$ cat config.mk
export PLATFORM = sky130hd
export DESIGN_NAME = fp_unit_arbiter_flat
export DESIGN_NICKNAME = d
export VERILOG_FILES = /design/src/rtl/fp_arb_pkg.sv /design/src/rtl/fp_unit_arbiter_if.sv /design/src/rtl/fp_unit_arbiter_rr_pick.sv /design/src/rtl/fp_unit_arbiter.sv /design/src/flat_wrapper.sv
export SDC_FILE = /design/constraint.sdc
export NUM_CORES = 1
export LEC_CHECK = 0
export CAP_MARGIN = 5
export CORE_AREA = 2 2 160 162
export DETAILED_ROUTE_END_ITERATION = 12
export DIE_AREA = 0 0 162 164
export PLACE_DENSITY_LB_ADDON = 0.3
export SLEW_MARGIN = 5
export SYNTH_ARGS = -nofsm -noshare
export SYNTH_HDL_FRONTEND = slang
export SYNTH_SLANG_ARGS = --single-unit
$ cat constraint.sdc
create_clock -name clk -period 5.18 [get_ports clk]
set_clock_uncertainty 0.15 [all_clocks]
set_input_delay 1.036 -clock clk [delete_from_list [all_inputs] [get_ports clk]]
set_output_delay 1.036 -clock clk [all_outputs]
set_load 0.01 [all_outputs]
$ cat src/rtl/fp_arb_pkg.sv
// Shared types and constants for the FP unit arbiter: FSM encoding, word width, timeout substitute.
package fp_arb_pkg;

  localparam int FP_W = 32;
  localparam logic [FP_W-1:0] FP_QNAN = 32'h7FC0_0000;

  typedef enum logic [2:0] {
    S_IDLE   = 3'd0,
    S_FURST  = 3'd1,
    S_FEED_A = 3'd2,
    S_FEED_B = 3'd3,
    S_WAIT_Z = 3'd4,
    S_RSP    = 3'd5
  } state_e;

endpackage

$ cat src/rtl/fp_unit_arbiter_if.sv
// Bundle of requester-side and FU-side signals of the arbiter; master is the arbiter's view.
interface fp_unit_arbiter_if #(
  parameter int N_REQ = 4
) ();
  import fp_arb_pkg::*;

  logic [N_REQ-1:0]      req_stb;
  logic [FP_W*N_REQ-1:0] req_a;
  logic [FP_W*N_REQ-1:0] req_b;
  logic [N_REQ-1:0]      req_ack;
  logic [FP_W-1:0]       rsp_z;
  logic                  rsp_err;
  logic [N_REQ-1:0]      rsp_stb;
  logic [N_REQ-1:0]      rsp_ack;
  logic                  fu_rst;
  logic [FP_W-1:0]       fu_a;
  logic [FP_W-1:0]       fu_b;
  logic                  fu_a_stb;
  logic                  fu_b_stb;
  logic                  fu_a_ack;
  logic                  fu_b_ack;
  logic [FP_W-1:0]       fu_z;
  logic                  fu_z_stb;
  logic                  fu_z_ack;
  logic                  busy;

  modport master (
    input  req_stb, req_a, req_b, rsp_ack, fu_a_ack, fu_b_ack, fu_z, fu_z_stb,
    output req_ack, rsp_z, rsp_err, rsp_stb, fu_rst, fu_a, fu_b, fu_a_stb, fu_b_stb,
           fu_z_ack, busy
  );

  modport slave (
    output req_stb, req_a, req_b, rsp_ack, fu_a_ack, fu_b_ack, fu_z, fu_z_stb,
    input  req_ack, rsp_z, rsp_err, rsp_stb, fu_rst, fu_a, fu_b, fu_a_stb, fu_b_stb,
           fu_z_ack, busy
  );

endinterface

$ cat src/rtl/fp_unit_arbiter_rr_pick.sv
// Combinational round-robin selector: first set request scanning ptr+1, ptr+2, ... modulo N_REQ.
module rr_pick #(
  parameter int N_REQ = 4,
  parameter int ID_W  = $clog2(N_REQ)
) (
  input  logic [N_REQ-1:0] req,
  input  logic [ID_W-1:0]  ptr,
  output logic             valid,
  output logic [ID_W-1:0]  id
);

  logic [ID_W-1:0]  cand [N_REQ];
  logic [N_REQ-1:0] hit;

  // cand[k] is the requester k+1 positions after the pointer, wrapped into range
  for (genvar gi = 0; gi < N_REQ; gi++) begin : g_off
    logic [ID_W:0] sum;
    assign sum      = {1'b0, ptr} + (ID_W+1)'(gi + 1);
    assign cand[gi] = (sum >= (ID_W+1)'(N_REQ)) ? ID_W'(sum - (ID_W+1)'(N_REQ))
                                                : sum[ID_W-1:0];
    assign hit[gi]  = req[cand[gi]];
  end

  always_comb begin
    valid = 1'b0;
    id    = '0;
    for (int i = N_REQ - 1; i >= 0; i--) begin
      if (hit[i]) begin
        valid = 1'b1;
        id    = cand[i];
      end
    end
  end

endmodule

$ cat src/rtl/fp_unit_arbiter.sv
// Shares one stb/ack FP unit among N_REQ requesters, one operation at a time, round-robin.
// Optional FU watchdog enabled by defining FP_ARB_TIMEOUT_EN.
module fp_unit_arbiter
  import fp_arb_pkg::*;
#(
  parameter int N_REQ       = 4,
  parameter int ID_W        = $clog2(N_REQ),
  parameter int TIMEOUT_CYC = 64
) (
  input logic               clk,
  input logic               rst_n,
  fp_unit_arbiter_if.master bus
);

  localparam logic [N_REQ-1:0] ONE = N_REQ'(1);

  state_e           state_q, state_d;
  logic [ID_W-1:0]  ptr_q, ptr_d;
  logic [ID_W-1:0]  id_q, id_d;
  logic [FP_W-1:0]  a_q, a_d;
  logic [FP_W-1:0]  b_q, b_d;
  logic [FP_W-1:0]  rsp_z_q, rsp_z_d;
  logic             rsp_err_q, rsp_err_d;
  logic [N_REQ-1:0] req_ack_q, req_ack_d;
  logic [N_REQ-1:0] rsp_stb_q, rsp_stb_d;
  logic             fu_rst_q, fu_rst_d;
  logic             fu_a_stb_q, fu_a_stb_d;
  logic             fu_b_stb_q, fu_b_stb_d;
  logic             fu_z_ack_q, fu_z_ack_d;
  logic             busy_q, busy_d;

`ifdef FP_ARB_TIMEOUT_EN
  localparam int CNT_W = $clog2(TIMEOUT_CYC + 1);
  localparam logic [CNT_W-1:0] CNT_LAST = CNT_W'(TIMEOUT_CYC - 1);
  logic [CNT_W-1:0] cnt_q, cnt_d;
`endif

  logic [FP_W-1:0] slot_a [N_REQ];
  logic [FP_W-1:0] slot_b [N_REQ];
  logic            pick_valid;
  logic [ID_W-1:0] pick_id;

  for (genvar gi = 0; gi < N_REQ; gi++) begin : g_slot
    assign slot_a[gi] = bus.req_a[FP_W*gi +: FP_W];
    assign slot_b[gi] = bus.req_b[FP_W*gi +: FP_W];
  end

  rr_pick #(
    .N_REQ (N_REQ),
    .ID_W  (ID_W)
  ) u_pick (
    .req   (bus.req_stb),
    .ptr   (ptr_q),
    .valid (pick_valid),
    .id    (pick_id)
  );

  always_comb begin
    state_d    = state_q;
    ptr_d      = ptr_q;
    id_d       = id_q;
    a_d        = a_q;
    b_d        = b_q;
    rsp_z_d    = rsp_z_q;
    rsp_err_d  = rsp_err_q;
    req_ack_d  = '0;
    rsp_stb_d  = rsp_stb_q;
    fu_rst_d   = fu_rst_q;
    fu_a_stb_d = fu_a_stb_q;
    fu_b_stb_d = fu_b_stb_q;
    fu_z_ack_d = 1'b0;
`ifdef FP_ARB_TIMEOUT_EN
    cnt_d      = cnt_q;
`endif

    case (state_q)
      S_IDLE: begin
        if (pick_valid) begin
          id_d      = pick_id;
          a_d       = slot_a[pick_id];
          b_d       = slot_b[pick_id];
          req_ack_d = ONE << pick_id;
          fu_rst_d  = 1'b1;
          rsp_err_d = 1'b0;
          state_d   = S_FURST;
        end
      end
      S_FURST: begin
        fu_rst_d   = 1'b0;
        fu_a_stb_d = 1'b1;
        state_d    = S_FEED_A;
`ifdef FP_ARB_TIMEOUT_EN
        cnt_d      = '0;
`endif
      end
      S_FEED_A: begin
        if (bus.fu_a_ack) begin
          fu_a_stb_d = 1'b0;
          fu_b_stb_d = 1'b1;
          state_d    = S_FEED_B;
        end
      end
      S_FEED_B: begin
        if (bus.fu_b_ack) begin
          fu_b_stb_d = 1'b0;
          state_d    = S_WAIT_Z;
        end
      end
      S_WAIT_Z: begin
        if (bus.fu_z_stb) begin
          rsp_z_d    = bus.fu_z;
          rsp_err_d  = 1'b0;
          fu_z_ack_d = 1'b1;
          rsp_stb_d  = ONE << id_q;
          state_d    = S_RSP;
        end
      end
      S_RSP: begin
        // ends a watchdog fu_rst pulse; a normal result never raised it here
        fu_rst_d = 1'b0;
        if (bus.rsp_ack[id_q]) begin
          rsp_stb_d = '0;
          rsp_err_d = 1'b0;
          ptr_d     = id_q;
          state_d   = S_IDLE;
        end
      end
      default: begin
        state_d = S_IDLE;
      end
    endcase

`ifdef FP_ARB_TIMEOUT_EN
    // a real result arriving on the limit cycle wins over the substitute
    if (state_q == S_FEED_A || state_q == S_FEED_B || state_q == S_WAIT_Z) begin
      cnt_d = cnt_q + CNT_W'(1);
      if (cnt_q == CNT_LAST && state_d != S_RSP) begin
        fu_a_stb_d = 1'b0;
        fu_b_stb_d = 1'b0;
        fu_rst_d   = 1'b1;
        rsp_z_d    = FP_QNAN;
        rsp_err_d  = 1'b1;
        rsp_stb_d  = ONE << id_q;
        state_d    = S_RSP;
      end
    end
`endif

    busy_d = (state_d != S_IDLE);
  end

  always_ff @(posedge clk) begin
    if (!rst_n) begin
      state_q    <= S_IDLE;
      ptr_q      <= ID_W'(N_REQ - 1);
      id_q       <= '0;
      a_q        <= '0;
      b_q        <= '0;
      rsp_z_q    <= '0;
      rsp_err_q  <= 1'b0;
      req_ack_q  <= '0;
      rsp_stb_q  <= '0;
      fu_rst_q   <= 1'b1;
      fu_a_stb_q <= 1'b0;
      fu_b_stb_q <= 1'b0;
      fu_z_ack_q <= 1'b0;
      busy_q     <= 1'b0;
`ifdef FP_ARB_TIMEOUT_EN
      cnt_q      <= '0;
`endif
    end else begin
      state_q    <= state_d;
      ptr_q      <= ptr_d;
      id_q       <= id_d;
      a_q        <= a_d;
      b_q        <= b_d;
      rsp_z_q    <= rsp_z_d;
      rsp_err_q  <= rsp_err_d;
      req_ack_q  <= req_ack_d;
      rsp_stb_q  <= rsp_stb_d;
      fu_rst_q   <= fu_rst_d;
      fu_a_stb_q <= fu_a_stb_d;
      fu_b_stb_q <= fu_b_stb_d;
      fu_z_ack_q <= fu_z_ack_d;
      busy_q     <= busy_d;
`ifdef FP_ARB_TIMEOUT_EN
      cnt_q      <= cnt_d;
`endif
    end
  end

  assign bus.req_ack  = req_ack_q;
  assign bus.rsp_z    = rsp_z_q;
  assign bus.rsp_err  = rsp_err_q;
  assign bus.rsp_stb  = rsp_stb_q;
  assign bus.fu_rst   = fu_rst_q;
  assign bus.fu_a     = a_q;
  assign bus.fu_b     = b_q;
  assign bus.fu_a_stb = fu_a_stb_q;
  assign bus.fu_b_stb = fu_b_stb_q;
  assign bus.fu_z_ack = fu_z_ack_q;
  assign bus.busy     = busy_q;

endmodule
$ cat src/flat_wrapper.sv
// flat-port wrapper written by rule: the top's interface ports become plain ports
module fp_unit_arbiter_flat import fp_arb_pkg::*;
#(
  parameter int N_REQ       = 4,
  parameter int ID_W        = $clog2(N_REQ),
  parameter int TIMEOUT_CYC = 64
)
  (clk, rst_n, bus_req_stb, bus_req_a, bus_req_b, bus_rsp_ack, bus_fu_a_ack, bus_fu_b_ack, bus_fu_z, bus_fu_z_stb, bus_req_ack, bus_rsp_z, bus_rsp_err, bus_rsp_stb, bus_fu_rst, bus_fu_a, bus_fu_b, bus_fu_a_stb, bus_fu_b_stb, bus_fu_z_ack, bus_busy);
  fp_unit_arbiter_if #(.N_REQ(N_REQ)) bus_i ();
  input logic clk;
  input logic rst_n;
  input wire logic [$bits(bus_i.req_stb)-1:0] bus_req_stb;
  input wire logic [$bits(bus_i.req_a)-1:0] bus_req_a;
  input wire logic [$bits(bus_i.req_b)-1:0] bus_req_b;
  input wire logic [$bits(bus_i.rsp_ack)-1:0] bus_rsp_ack;
  input wire logic [$bits(bus_i.fu_a_ack)-1:0] bus_fu_a_ack;
  input wire logic [$bits(bus_i.fu_b_ack)-1:0] bus_fu_b_ack;
  input wire logic [$bits(bus_i.fu_z)-1:0] bus_fu_z;
  input wire logic [$bits(bus_i.fu_z_stb)-1:0] bus_fu_z_stb;
  output wire logic [$bits(bus_i.req_ack)-1:0] bus_req_ack;
  output wire logic [$bits(bus_i.rsp_z)-1:0] bus_rsp_z;
  output wire logic [$bits(bus_i.rsp_err)-1:0] bus_rsp_err;
  output wire logic [$bits(bus_i.rsp_stb)-1:0] bus_rsp_stb;
  output wire logic [$bits(bus_i.fu_rst)-1:0] bus_fu_rst;
  output wire logic [$bits(bus_i.fu_a)-1:0] bus_fu_a;
  output wire logic [$bits(bus_i.fu_b)-1:0] bus_fu_b;
  output wire logic [$bits(bus_i.fu_a_stb)-1:0] bus_fu_a_stb;
  output wire logic [$bits(bus_i.fu_b_stb)-1:0] bus_fu_b_stb;
  output wire logic [$bits(bus_i.fu_z_ack)-1:0] bus_fu_z_ack;
  output wire logic [$bits(bus_i.busy)-1:0] bus_busy;
  assign bus_i.req_stb = bus_req_stb;
  assign bus_i.req_a = bus_req_a;
  assign bus_i.req_b = bus_req_b;
  assign bus_i.rsp_ack = bus_rsp_ack;
  assign bus_i.fu_a_ack = bus_fu_a_ack;
  assign bus_i.fu_b_ack = bus_fu_b_ack;
  assign bus_i.fu_z = bus_fu_z;
  assign bus_i.fu_z_stb = bus_fu_z_stb;
  assign bus_req_ack = bus_i.req_ack;
  assign bus_rsp_z = bus_i.rsp_z;
  assign bus_rsp_err = bus_i.rsp_err;
  assign bus_rsp_stb = bus_i.rsp_stb;
  assign bus_fu_rst = bus_i.fu_rst;
  assign bus_fu_a = bus_i.fu_a;
  assign bus_fu_b = bus_i.fu_b;
  assign bus_fu_a_stb = bus_i.fu_a_stb;
  assign bus_fu_b_stb = bus_i.fu_b_stb;
  assign bus_fu_z_ack = bus_i.fu_z_ack;
  assign bus_busy = bus_i.busy;
  fp_unit_arbiter #(.N_REQ(N_REQ), .ID_W(ID_W), .TIMEOUT_CYC(TIMEOUT_CYC)) u_core (.clk(clk), .rst_n(rst_n), .bus(bus_i));
endmodule
### After elaboration in Yosys (flattened, before gate mapping)

Cells that the tools add are included.

| word-level totals | value |
|---|---|
| register bits after elaboration | 117 |
| input port bits | 301 |
| output and inout bits | 110 |
| logic and storage cells | 112 |

| operators by class | value |
|---|---|
| add/subtract/negate cells | 8 |
| order comparisons | 10 |
| eq/ne operators | 10 |
| shift-type cells | 2 |
| muxes and demuxes | 49 |
| bitwise gates (word level) | 1 |
| reductions and logical operators | 18 |

Operator list:

| operator | count |
|---|---|
| 32-bit binary-select mux with 2-bit select | 2 |
| 32-bit 2-to-1 mux | 4 |
| 3-bit case mux with 6 select lines | 1 |
| 1-bit 2-to-1 mux | 17 |
| 2-bit 2-to-1 mux | 8 |
| 3-bit greater-or-equal comparator (second input constant) | 5 |
| 2-bit by 3-bit less-than comparator with 1-bit output (second input constant) | 5 |
| 3-bit 2-to-1 mux | 5 |
| 2-bit AND reduction | 6 |
| 1-bit binary-select mux with 2-bit select | 5 |
| 3-bit AND reduction | 3 |
| 4-bit 2-to-1 mux | 2 |
| 4-bit case mux with 2 select lines | 1 |
| 2-bit nonzero test | 4 |
| 1-bit by 2-bit << shifter with 4-bit output (first input constant) | 2 |
| 2-bit by 1-bit subtractor with 2-bit output (second input constant) | 4 |
| 2-bit by 2-bit adder with 3-bit output (second input constant) | 2 |
| 3-bit by 2-bit equality test with 1-bit output (second input constant) | 2 |
| 3-bit equality test (second input constant) | 2 |
| 2-bit inequality test (second input constant) | 3 |
| 1-bit case mux with 2 select lines | 3 |
| 3-bit nonzero test | 2 |
| 2-bit by 1-bit inequality test with 1-bit output (second input constant) | 2 |
| 4-bit AND reduction | 1 |
| other kinds (7) | 7 |

### Longest topological paths before layout

Gate-level depths: netlist of run 1.

| depth | value |
|---|---|
| depth after elaboration | 13 |
| depth in mapped cells | 8 |
| gate-level depth less buffers | 5 |

### Modules after synthesis

A second synthesis of run 1 with hierarchy kept.

| unflattened totals | value |
|---|---|
| cells, all modules | 605 |
| area, all modules | 5968.2 um2 |

By module, submodules not included:

| module | instances | cells an instance | area each (um2) | sequential area each (um2) |
|---|---|---|---|---|
| fp_unit_arbiter | 1 | 591 | 5876.9 | 2322.2 |
| rr_pick | 1 | 14 | 91.3 | 0.0 |

### Worst setup path after synthesis of run 1

No wires, ideal clock.

| timing path | value |
|---|---|
| path type | input -> register |
| start point | in bus_req_stb[1] |
| end point | reg u_core.b_q[10] (netlist: u_core.bus.fu_b[10]) |
| library setup time | 0.134 ns |
| data arrival time | 2.262 ns |
| data required time | 4.896 ns |
| path slack | 2.634 ns |
| stages on the path | 5 |
| path buffers | 1 |
| path through | or4_4 -> nand4b_1 -> nand3b_1 -> buf_1 -> o211ai_1 |

| between the ends | value |
|---|---|
| longest elaborated chain between the ends | 10 |
| elaborated cells between the ends (all ways) | 21 |
| those cells by class | mux: 19; bitwise: 1; reduce/logical: 1 |

Ends and longest elaborated chain:

| what | line | text |
|---|---|---|
| start: declaration | flat_wrapper.sv:12 | `input wire logic [$bits(bus_i.req_stb)-1:0] bus_req_stb;` |
| 1-bit binary-select mux with 2-bit select | fp_unit_arbiter_rr_pick.sv:21 | `assign hit[gi] = req[cand[gi]];` |
| 1-bit 2-to-1 mux (not written as such) | fp_unit_arbiter_rr_pick.sv:21 |  |
| 2-bit 2-to-1 mux (4 in series) | fp_unit_arbiter_rr_pick.sv:28 | `if (hit[i]) begin` |
| 2-bit inverter with 3-bit output (not written as such) | fp_unit_arbiter.sv:81 | `b_d = slot_b[pick_id];` |
| 32-bit binary-select mux with 2-bit select | fp_unit_arbiter.sv:81 |  |
| 32-bit 2-to-1 mux (not written as such) (2 in series) | fp_unit_arbiter.sv:81 |  |
| end signal: assignment | fp_unit_arbiter.sv:158 | `b_q <= '0;` |
| end signal: assignment | fp_unit_arbiter.sv:176 | `b_q <= b_d;` |
| end: declaration | fp_unit_arbiter.sv:21 | `logic [FP_W-1:0] b_q, b_d;` |

Parallel ways exist; a longest one is shown, timed or not. The select of a mux whose other input is x is not followed.
A chain may end at the register's enable or synchronous reset.

### Worst setup path after layout of run 1

| timing path | value |
|---|---|
| start point | in bus_req_stb[3] |
| end point | reg u_core.a_q[9] (netlist: u_core.bus.fu_a[9]) |

| between the ends | value |
|---|---|
| longest elaborated chain between the ends | 10 |
| elaborated cells between the ends (all ways) | 21 |
| those cells by class | mux: 19; bitwise: 1; reduce/logical: 1 |

Ends and longest elaborated chain:

| what | line | text |
|---|---|---|
| 1-bit binary-select mux with 2-bit select | fp_unit_arbiter_rr_pick.sv:21 |  |
| 1-bit 2-to-1 mux (not written as such) | fp_unit_arbiter_rr_pick.sv:21 |  |
| 2-bit 2-to-1 mux (4 in series) | fp_unit_arbiter_rr_pick.sv:28 |  |
| 2-bit inverter with 3-bit output (not written as such) | fp_unit_arbiter.sv:80 | `a_d = slot_a[pick_id];` |
| 32-bit binary-select mux with 2-bit select | fp_unit_arbiter.sv:80 |  |
| 32-bit 2-to-1 mux (not written as such) (2 in series) | fp_unit_arbiter.sv:80 |  |
| end signal: assignment | fp_unit_arbiter.sv:157 | `a_q <= '0;` |
| end signal: assignment | fp_unit_arbiter.sv:175 | `a_q <= a_d;` |
| end: declaration | fp_unit_arbiter.sv:20 | `logic [FP_W-1:0] a_q, a_d;` |

Parallel ways exist; a longest one is shown, timed or not. The select of a mux whose other input is x is not followed.

==> metrics, run 1 <==
status finished clean; Die Height 164 um; worst-margin pin slew roughly 0.84 ns; grt total ovfl 0; count of final hold-check violations 0; post-CTS setup buffers 0; Pwr Density 282 mW/mm^2; H-tree depth 4; synth cell count leaders 141 x nand2_1, 116 x dfxtp_1, 66 x mux2i_1; Hold Crit Class flop to flop; RR Endpoint u_core.bus.fu_a[9]; IO Pins around 410; Main synth FF type dfxtp_1; first-pass GRT wire length about 43000 um; maximum clock path buffer count 2; leak pwr about 4.3 nW; Avg Cell Area, Syn 8.56 sq um; async set-reset flop share out of synthesis 0%; CTS Hold Bufs 0; 1st-pass router iterations 5; Nets between 1k and 1.5k; share of layout cells above drive strength 1 between 5 and 6%; Initial Util a little over a quarter; synth warn 0; CTS tree done; highest net fanout along the worst path 34; post_cts resized 0; hold_sp u_core.bus.rsp_z[9]; Via Count 7534; Post-Syn Area between 0.006 and 0.007 sq mm; syn_nets 1072; clk root buf clkbuf_16; Worst Path Required around 5.4 ns; CP Launch Type input pin; unrepaired setup endpoints after global routing false; cell type with the largest total area after synthesis dfxtp_1; Final min period roughly 3.6 ns; Worst Hold Path Cells 2; crit path kind input pin to flop; setup tns final 0 ns; post-synthesis register bit count about 120; antenna-violating nets left 0; vias in the first global route roughly 7.5k; CTS Sinks around 120; number of DRC markers in iteration 0 440; Final Max Slew Viols 0; gr usage total a little over a fifth; number of synthesized flops with an enable pin 0; DP HPWL 20500 um; Max Cap Violations 0; crit path DAT roughly 3.8 ns; Netlist cell types 44; crit path capture type flop; GP Congestion 0.816; crit path from bus_req_stb[3]; most frequent cell after synthesis nand2_1; residual DRC count 0; die area approximately 0.027 sq mm; Final period util 69.4%; antenna violations before repair 2; Final Setup Violations 0; Mapped Cells approximately 770; worst r2r src u_core.ptr_q[0]; max_slew headroom 43.9%; FF-to-FF setup slack 2.55 ns; Vias/cell 5.13; Site Rows between 50 and 60; Post-Route Utilization about 46%; WL final between 20000 and 30000 um; Inserted Clock Buffers 17; Seq/Total Area, Yosys a little over a third; layout overhead on the synthesized area 74.1%; Finished Cell Area 0.0115 sq mm; clk_lat worst skew 0.42 ns; ranking of synthesized cells by area dfxtp_1 35%, mux2i_1 10%, a211o_1 8.5%; largest net degree at the start of global routing 68; fillcell total ~2.5k; Synth top area share 35.2%; Worst Hold Path EP u_core.bus.rsp_z[9]; Placement Cell Area between 0.01 and 0.015 sq mm; IO buf count roughly 400; WL/cell between 15 and 20 um; core region area about 0.025 sq mm; Worst R2R Path Depth 6; Fmax ~280 MHz; clock-pin slew on the worst setup and hold paths 0.06 ns; peak supply drop 0.165 mV; die width approximately 160 um
-- report_power, final --
part	switching (mW)	total [mW]	internal (mW)
clock	0.514	1.30	0.782
sequential	0.0611	1.05	0.988
combinational	0.382	0.889	0.507
total	0.957	3.23	2.28
-- per-stage QoR --
| step | cells | worst slack (ns) | hold WS (ns) | total power [mW] |
|---|---|---|---|---|
| 6_report | 1469 | 1.58 | 0.310 | 3.23 |
| 5_1_grt | 1468 | 1.44 | 0.328 | 3.38 |
| 4_1_cts | 1467 | 1.60 | 0.315 | 3.27 |
| 3_5_place_dp | 1435 | 1.15 | 0.307 | 1.96 |
| 3_3_place_gp | 1435 | 1.22 | 0.300 | 1.95 |
| 2_1_floorplan | 771 | 2.63 | 0.310 | 1.44 |
-- metal layers --
layer  up-vias  global-route usage [%]  share of wire [%]
li1       3627                       -                  -
met1      3558                    25.5                 41
met5         -                       0              0.045
met2       321                    36.5                 50
met3        26                    5.56                7.6
met4         2                    6.15                1.4
-- flip-flops by register name, summed over array words and instances (netlist names), 2 cells and up --
| signal | cells |
|---|---|
| u_core.bus.fu_a | 32 |
| u_core.bus.fu_b | 32 |
| u_core.bus.req_ack | 4 |
| u_core.bus.rsp_stb | 4 |
| u_core.bus.rsp_z | 32 |
| u_core.id_q | 2 |
| u_core.ptr_q | 2 |
| u_core.state_q | 3 |
-- layout by cell type, fill, tap and decap left out, drive strengths merged, types with 2 or more instances in the layout --
cell	synthesis	final
clkdlybuf4s50	0	409
o31ai	64	64
nor3	4	4
a32oi	2	2
nand2b	2	2
inv	1	11
nand2	141	141
nor2b	8	8
bufinv	0	3
nand3	3	3
a21oi	7	7
a211o	64	64
nand4	64	64
dfxtp	116	116
and3	2	2
buf	55	18
and2	5	5
clkbuf	38	17
mux2i	66	66
nor2	9	9
o211ai	64	64
a21boi	32	32
nand4b	2	2
diode	0	2
o21a	3	3
o21ai	7	7
-- logic make-up (layout without fill, tap and decap cells) --
group,count (synthesis),after routing,synth area share [%]
other,1,3,0.0568
AOI/OAI and AO/OA,249,249,29.3
buffers and inverters,94,460,7.28
and+or+nand+nor,244,244,17.8
DFF,116,116,35.2
muxes,67,67,10.4
-- cell type report --
cell class / instances / area, sq um / share of cell area (%)
diodes: 2 / 5.00 / 0.0436
clock buffers: 17 / 425 / 3.70
clock inverters: 15 / 206 / 1.80
inverters: 1 / 3.75 / 0.0327
multi-input cells: 561 / 3830 / 33.3
flip-flops and latches: 116 / 2320 / 20.2
well taps: 330 / 413 / 3.60
repair buffers: 427 / 4280 / 37.3
-- worst max-delay path by stage --
stage	end	slack, ns	cells past startpoint
2_1_floorplan	u_core.bus.fu_b[10]	2.63	5
4_1_cts	u_core.bus.fu_a[1]	1.60	7
5_1_grt	u_core.bus.fu_a[14]	1.44	7
3_5_place_dp	u_core.bus.fu_b[22]	1.15	7
6_report	u_core.bus.fu_a[9]	1.58	7
3_3_place_gp	u_core.bus.fu_b[22]	1.22	7
-- worst max-delay path, stage by stage --
cell	delay [ns]
clkdlybuf4s50_1	0.60
nor2b_1	0.34
o21a_2	0.71
buf_4	0.53
o31ai_1	0.15
a211o_1	0.32
o211ai_1	0.08
Note: power is estimated with default switching activity, not from simulation.
==> run 2, diff against run 1 <==
CORE_AREA = 2 2 161 163   (was 2 2 160 162)
DIE_AREA = 0 0 163 165   (was 0 0 162 164)
clock period = 3.35 ns   (was 5.18 ns; I/O delays follow)
==> run 2 against run 1 <==
  * Flip-flop and latch count stayed put
  * Utilization down 0.13 points
  * Hold slack gained 0.0026 ns
  * Critical path type unchanged
  * Highest routed layer is now met4
==> metrics, run 2 (synthesis results as in run 1) <==
wire length on met3 2180 um; max_slew headroom 63.7%; layout overhead on the synthesized area 75.1%; vias in the first global route ~7.6k; Vias/cell 5.13; 1st-pass router iterations 5; status finished clean; CP peak stage delay between 0.5 and 0.6 ns; Die Height 165 um; clock-pin slew on the worst setup and hold paths roughly 0.070 ns; Max Cap Violations 0; share of layout cells above drive strength 1 roughly 5.8%; antenna-violating nets left 0; Worst Path Required 3.49 ns; Switching Fraction a little under a third; WL final between 20000 and 30000 um; Via Count roughly 7.6k; grt total ovfl 0; die width between 150 and 200 um; IO Pins approximately 410; crit path capture type flop; met2 wire len between 10000 and 15000 um; worst-margin pin slew about 0.54 ns; Final period util about 77%; leading cell type in the layout, fill and taps excluded clkdlybuf4s50_1; Inserted Clock Buffers 17; crit path kind input pin to flop; Site Rows between 50 and 60; metal1 wirelength between 10000 and 15000 um; crit path DAT ~2.7 ns; area of the multi-input gates about 0.0038 sq mm; first-pass GRT wire length approximately 44000 um; peak supply drop between 0.2 and 0.25 mV; leak pwr 4.32 nW; CTS Sinks 116; Final Max Slew Viols 0; Pwr Density 419 mW/mm^2; Hold Crit Class flop to flop; DP HPWL between 20000 and 25000 um; IO buf count around 400; Net Sw Power ~1.5 mW; Clock Power Share 37.5%; CTS Hold Bufs 0; gr usage total between 20% and 30%; count of final hold-check violations 0; Post-Route Utilization a little under half; crit-path leading delay family simple AND/OR/NAND/NOR gates; WL/cell ~20 um; Final Setup Violations 0; GP Congestion between 0.7 and 0.8; Register Area 0.00232 sq mm; Nets 1428; H-tree depth 4; highest routed layer met4; critical path's slowest cell or4_4; fillcell total about 2.5k; maximum clock path buffer count 2; core region area about 0.025 sq mm; unrepaired setup endpoints after global routing false; Critical path buffers and inverters 3; clk_lat worst skew roughly 0.42 ns; residual DRC count 0; antenna violations before repair 1; sequential power share between 30% and 40%; post_cts resized 0; most frequent cells in the layout 409 x clkdlybuf4s50_1, 141 x nand2_1, 116 x dfxtp_1, 66 x mux2i_1; clk root buf clkbuf_16; Critical Path, Cell by Cell clkdlybuf4s50_1, buf_4, or4_4, nand4b_1, nand3b_1, buf_12, o211ai_1; die area 0.0269 sq mm; Initial Util between 20% and 30%; Fmax around 390 MHz; CP Launch Type input pin; setup tns final 0 ns; logic gate share of total power 29.0%; post-CTS setup buffers 0; CTS tree done; Final min period about 2.6 ns; highest net fanout along the worst path 67; internal power between 3 and 4 mW; number of DRC markers in iteration 0 around 500; largest net degree at the start of global routing just under 70
[run 2: tightest hold or removal path, stage by stage, from the launching register on]
cell and delay (ns):
dfxtp_1 0.31, nand2_1 0.04, a21boi_0 0.06
[run 2: path summary, 6_finish.rpt]
| kind | startpoint | endpoint | slack, ns | cells after the start |
|---|---|---|---|---|
| max | bus_req_stb[1] | u_core.bus.fu_a[18] | 0.76 | 7 |
| min reg2reg | u_core.bus.rsp_z[16] | u_core.bus.rsp_z[16] | 0.31 | 2 |
| min | u_core.bus.rsp_z[16] | u_core.bus.rsp_z[16] | 0.31 | 2 |
| max reg2reg | u_core.ptr_q[0] | u_core.bus.fu_a[18] | 1.21 | 7 |
[run 2: area by class of cell]
type                            instances  area share [%]
Multi-Input combinational cell        561            33.1
Inverter                                1          0.0325
Timing Repair Buffer                  430            38.1
Clock inverter                         15            1.34
Tap cell                              330            3.57
Sequential cell                       116            20.1
Antenna cell                            1          0.0217
Clock buffer                           17            3.68
[run 2: power groups by stage]
stage | Clock (mW) | Sequential, mW | Combinational (mW)
2_1_floorplan | 0 | 1.69 | 0.535
5_1_grt | 1.93 | 1.64 | 1.50
3_3_place_gp | 0 | 1.65 | 1.40
4_1_cts | 1.85 | 1.62 | 1.42
3_5_place_dp | 0 | 1.65 | 1.41
6_report | 1.82 | 1.62 | 1.40
[run 2: stage by stage]
stage	hold slack (ns)	cells	area [sq um]	total power [mW]	setup WS, ns
after floorplan	0.310	771	6600	2.23	1.17
final	0.313	1471	11600	4.84	0.765
after detailed placement	0.307	1438	11000	3.06	0.366
after global routing	0.332	1471	11600	5.07	0.702
after CTS	0.317	1470	11600	4.89	0.814
after global placement	0.300	1438	11000	3.05	0.416
[run 2: layer usage]
layer	vias to the layer above	GRT usage [%]
met4	0	5.91
met2	330	36.7
met1	3562	25.8
met5	-	0
met3	24	5.60
li1	3636	-
==> run 3, diff against run 2 <==
clock period = 2.5 ns   (was 3.35 ns; I/O delays follow)
==> run 3 against run 2 <==
  * Design area up 3.5%
  * Setup slack got worse by 0.59 ns
  * Count of clock-buffer cells in the layout unchanged
  * Utilization increased by 1.6 points
  * First-iteration DRC count rose by 10%
  * Via count up 1.4%
  * Power up 37%
  * Global-route usage is 0.29 points higher
  * Wire length up 1.8%
  * Combinational power is 41% higher
  * Non-clock buffer count is 40 higher
  * Flip-flop and latch count did not move
  * Critical endpoint unchanged
  * Largest power group unchanged
  * Highest routed layer unchanged
==> metrics, run 3 (synthesis results as in run 1) <==
status finished clean; most frequent cells in the layout 409 x clkdlybuf4s50_1, 141 x nand2_1, 116 x dfxtp_1, 66 x mux2i_1; residual DRC count 0; crit path capture type flop; fillcell total between 2k and 2.5k; area of the multi-input gates between 0.003 and 0.004 sq mm; maximum clock path buffer count 2; share of layout cells above drive strength 1 8.98%; Max Cap Violations 0; Hold Crit Class flop to flop; CP Launch Type input pin; GP Congestion roughly 0.82; peak supply drop 0.379 mV; Worst Path Required 2.63 ns; Final min period approximately 2.3 ns; core region area about 0.025 sq mm; antenna-violating nets left 0; post_cts resized 0; clock-pin slew on the worst setup and hold paths approximately 0.060 ns; pre-CTS WS -0.258 ns; die width approximately 160 um; WL/cell ~20 um; Post-Route Utilization between 40 and 50%; largest net degree at the start of global routing 47; clk_lat worst skew between 0.4 and 0.5 ns; CTS tree done; setup tns final 0 ns; final worst slack 0.176 ns; CTS Sinks 116; Fmax approximately 430 MHz; Die Height approximately 170 um; Placement Cell Area 0.0114 sq mm; IO Pins roughly 410; crit path DAT 2.46 ns; layout overhead on the synthesized area 81.3%; WL final 30000 um; Inserted Clock Buffers 17; count of final hold-check violations 0; Finished Cell Area between 0.01 and 0.015 sq mm; crit-path leading delay family buffers and inverters; Critical Path, Cell by Cell clkdlybuf4s50_1, buf_4, or4_4, nand4b_1, nand3b_1, buf_4, o211ai_1; Final period util between 90% and 100%; Final Max Slew Viols 0; highest net fanout along the worst path 24; DP HPWL around 22000 um; antenna violations before repair 1; number of DRC markers in iteration 0 around 540; CTS Hold Bufs 0; Pwr Density between 500 and 600 mW/mm^2; crit path kind input pin to flop; H-tree depth 4; vias in the first global route 7609; leading cell type in the layout, fill and taps excluded clkdlybuf4s50_1; clk root buf clkbuf_16; gr usage total 21.4%; Site Rows 58; leak pwr 4.55 nW; Placed Cells between 1k and 1.5k; unrepaired setup endpoints after global routing false; Critical path buffers and inverters 3; Initial Util between 20% and 30%; die area between 0.02 and 0.03 sq mm; final std cells w/o fill 1511; Worst path most repeated cell buf_4; first-pass GRT wire length between 40000 and 50000 um; Via Count between 7k and 8k; 1st-pass router iterations 5; grt total ovfl 0; Register Area 0.00232 sq mm; Vias/cell about 5.1; Nets 1468; CP peak stage delay about 0.55 ns; critical path's slowest cell or4_4; IO buf count between 400 and 500; post-CTS setup buffers 0; Final Setup Violations 0
run 3: cell count changes in the layout (fill, tap and decap cells not counted), sizes merged:
cell,delta
clkinvlp,+2
bufinv,+1
buf,+40
clkinv,-3
run 3: layout make-up:
type | count | share of cell area [%]
antenna | 1 | 0.0209
multi-input combinational | 561 | 32.0
tap | 330 | 3.45
inverter | 1 | 0.0314
clock inverter | 15 | 1.35
sequential | 116 | 19.4
clock buffer | 17 | 3.56
timing repair buffer | 470 | 40.2
run 3: final timing paths:
check	to	startpoint	depth (start not counted)	slack [ns]
min	u_core.bus.rsp_z[8]	u_core.bus.rsp_z[8]	2	0.31
min reg2reg	u_core.bus.rsp_z[8]	u_core.bus.rsp_z[8]	2	0.31
max	u_core.bus.fu_a[18]	bus_req_stb[1]	7	0.18
max reg2reg	u_core.bus.fu_b[1]	u_core.ptr_q[1]	5	0.47
run 3: layer usage:
layer	vias up	share of wire (%)	track usage, %
met2	353	50	37.3
met1	3556	41	26.3
met3	31	7.4	5.27
met5	-	0	0
li1	3717	-	-
met4	0	1.9	5.99
run 3: per-stage QoR:
stage	hold slack [ns]	power (mW)
final	0.309	6.65
after global routing	0.330	6.95
after CTS	0.315	6.73
after detailed placement	0.306	4.19
after global placement	0.300	4.18
after floorplan	0.310	2.99
run 3: worst reg2reg max path: cells and delay by family, from the launching register on:
kind | cells | cell delay [ns]
AOI/OAI and AO/OA | 2 | 0.39
and+or+nand+nor | 2 | 0.69
DFF | 1 | 0.52
buffers and inverters | 1 | 0.19
run 3: power by group:
part | switching, mW | internal, mW
combinational | 0.819 | 1.15
clock | 1.08 | 1.42
sequential | 0.127 | 2.05
total | 2.03 | 4.62
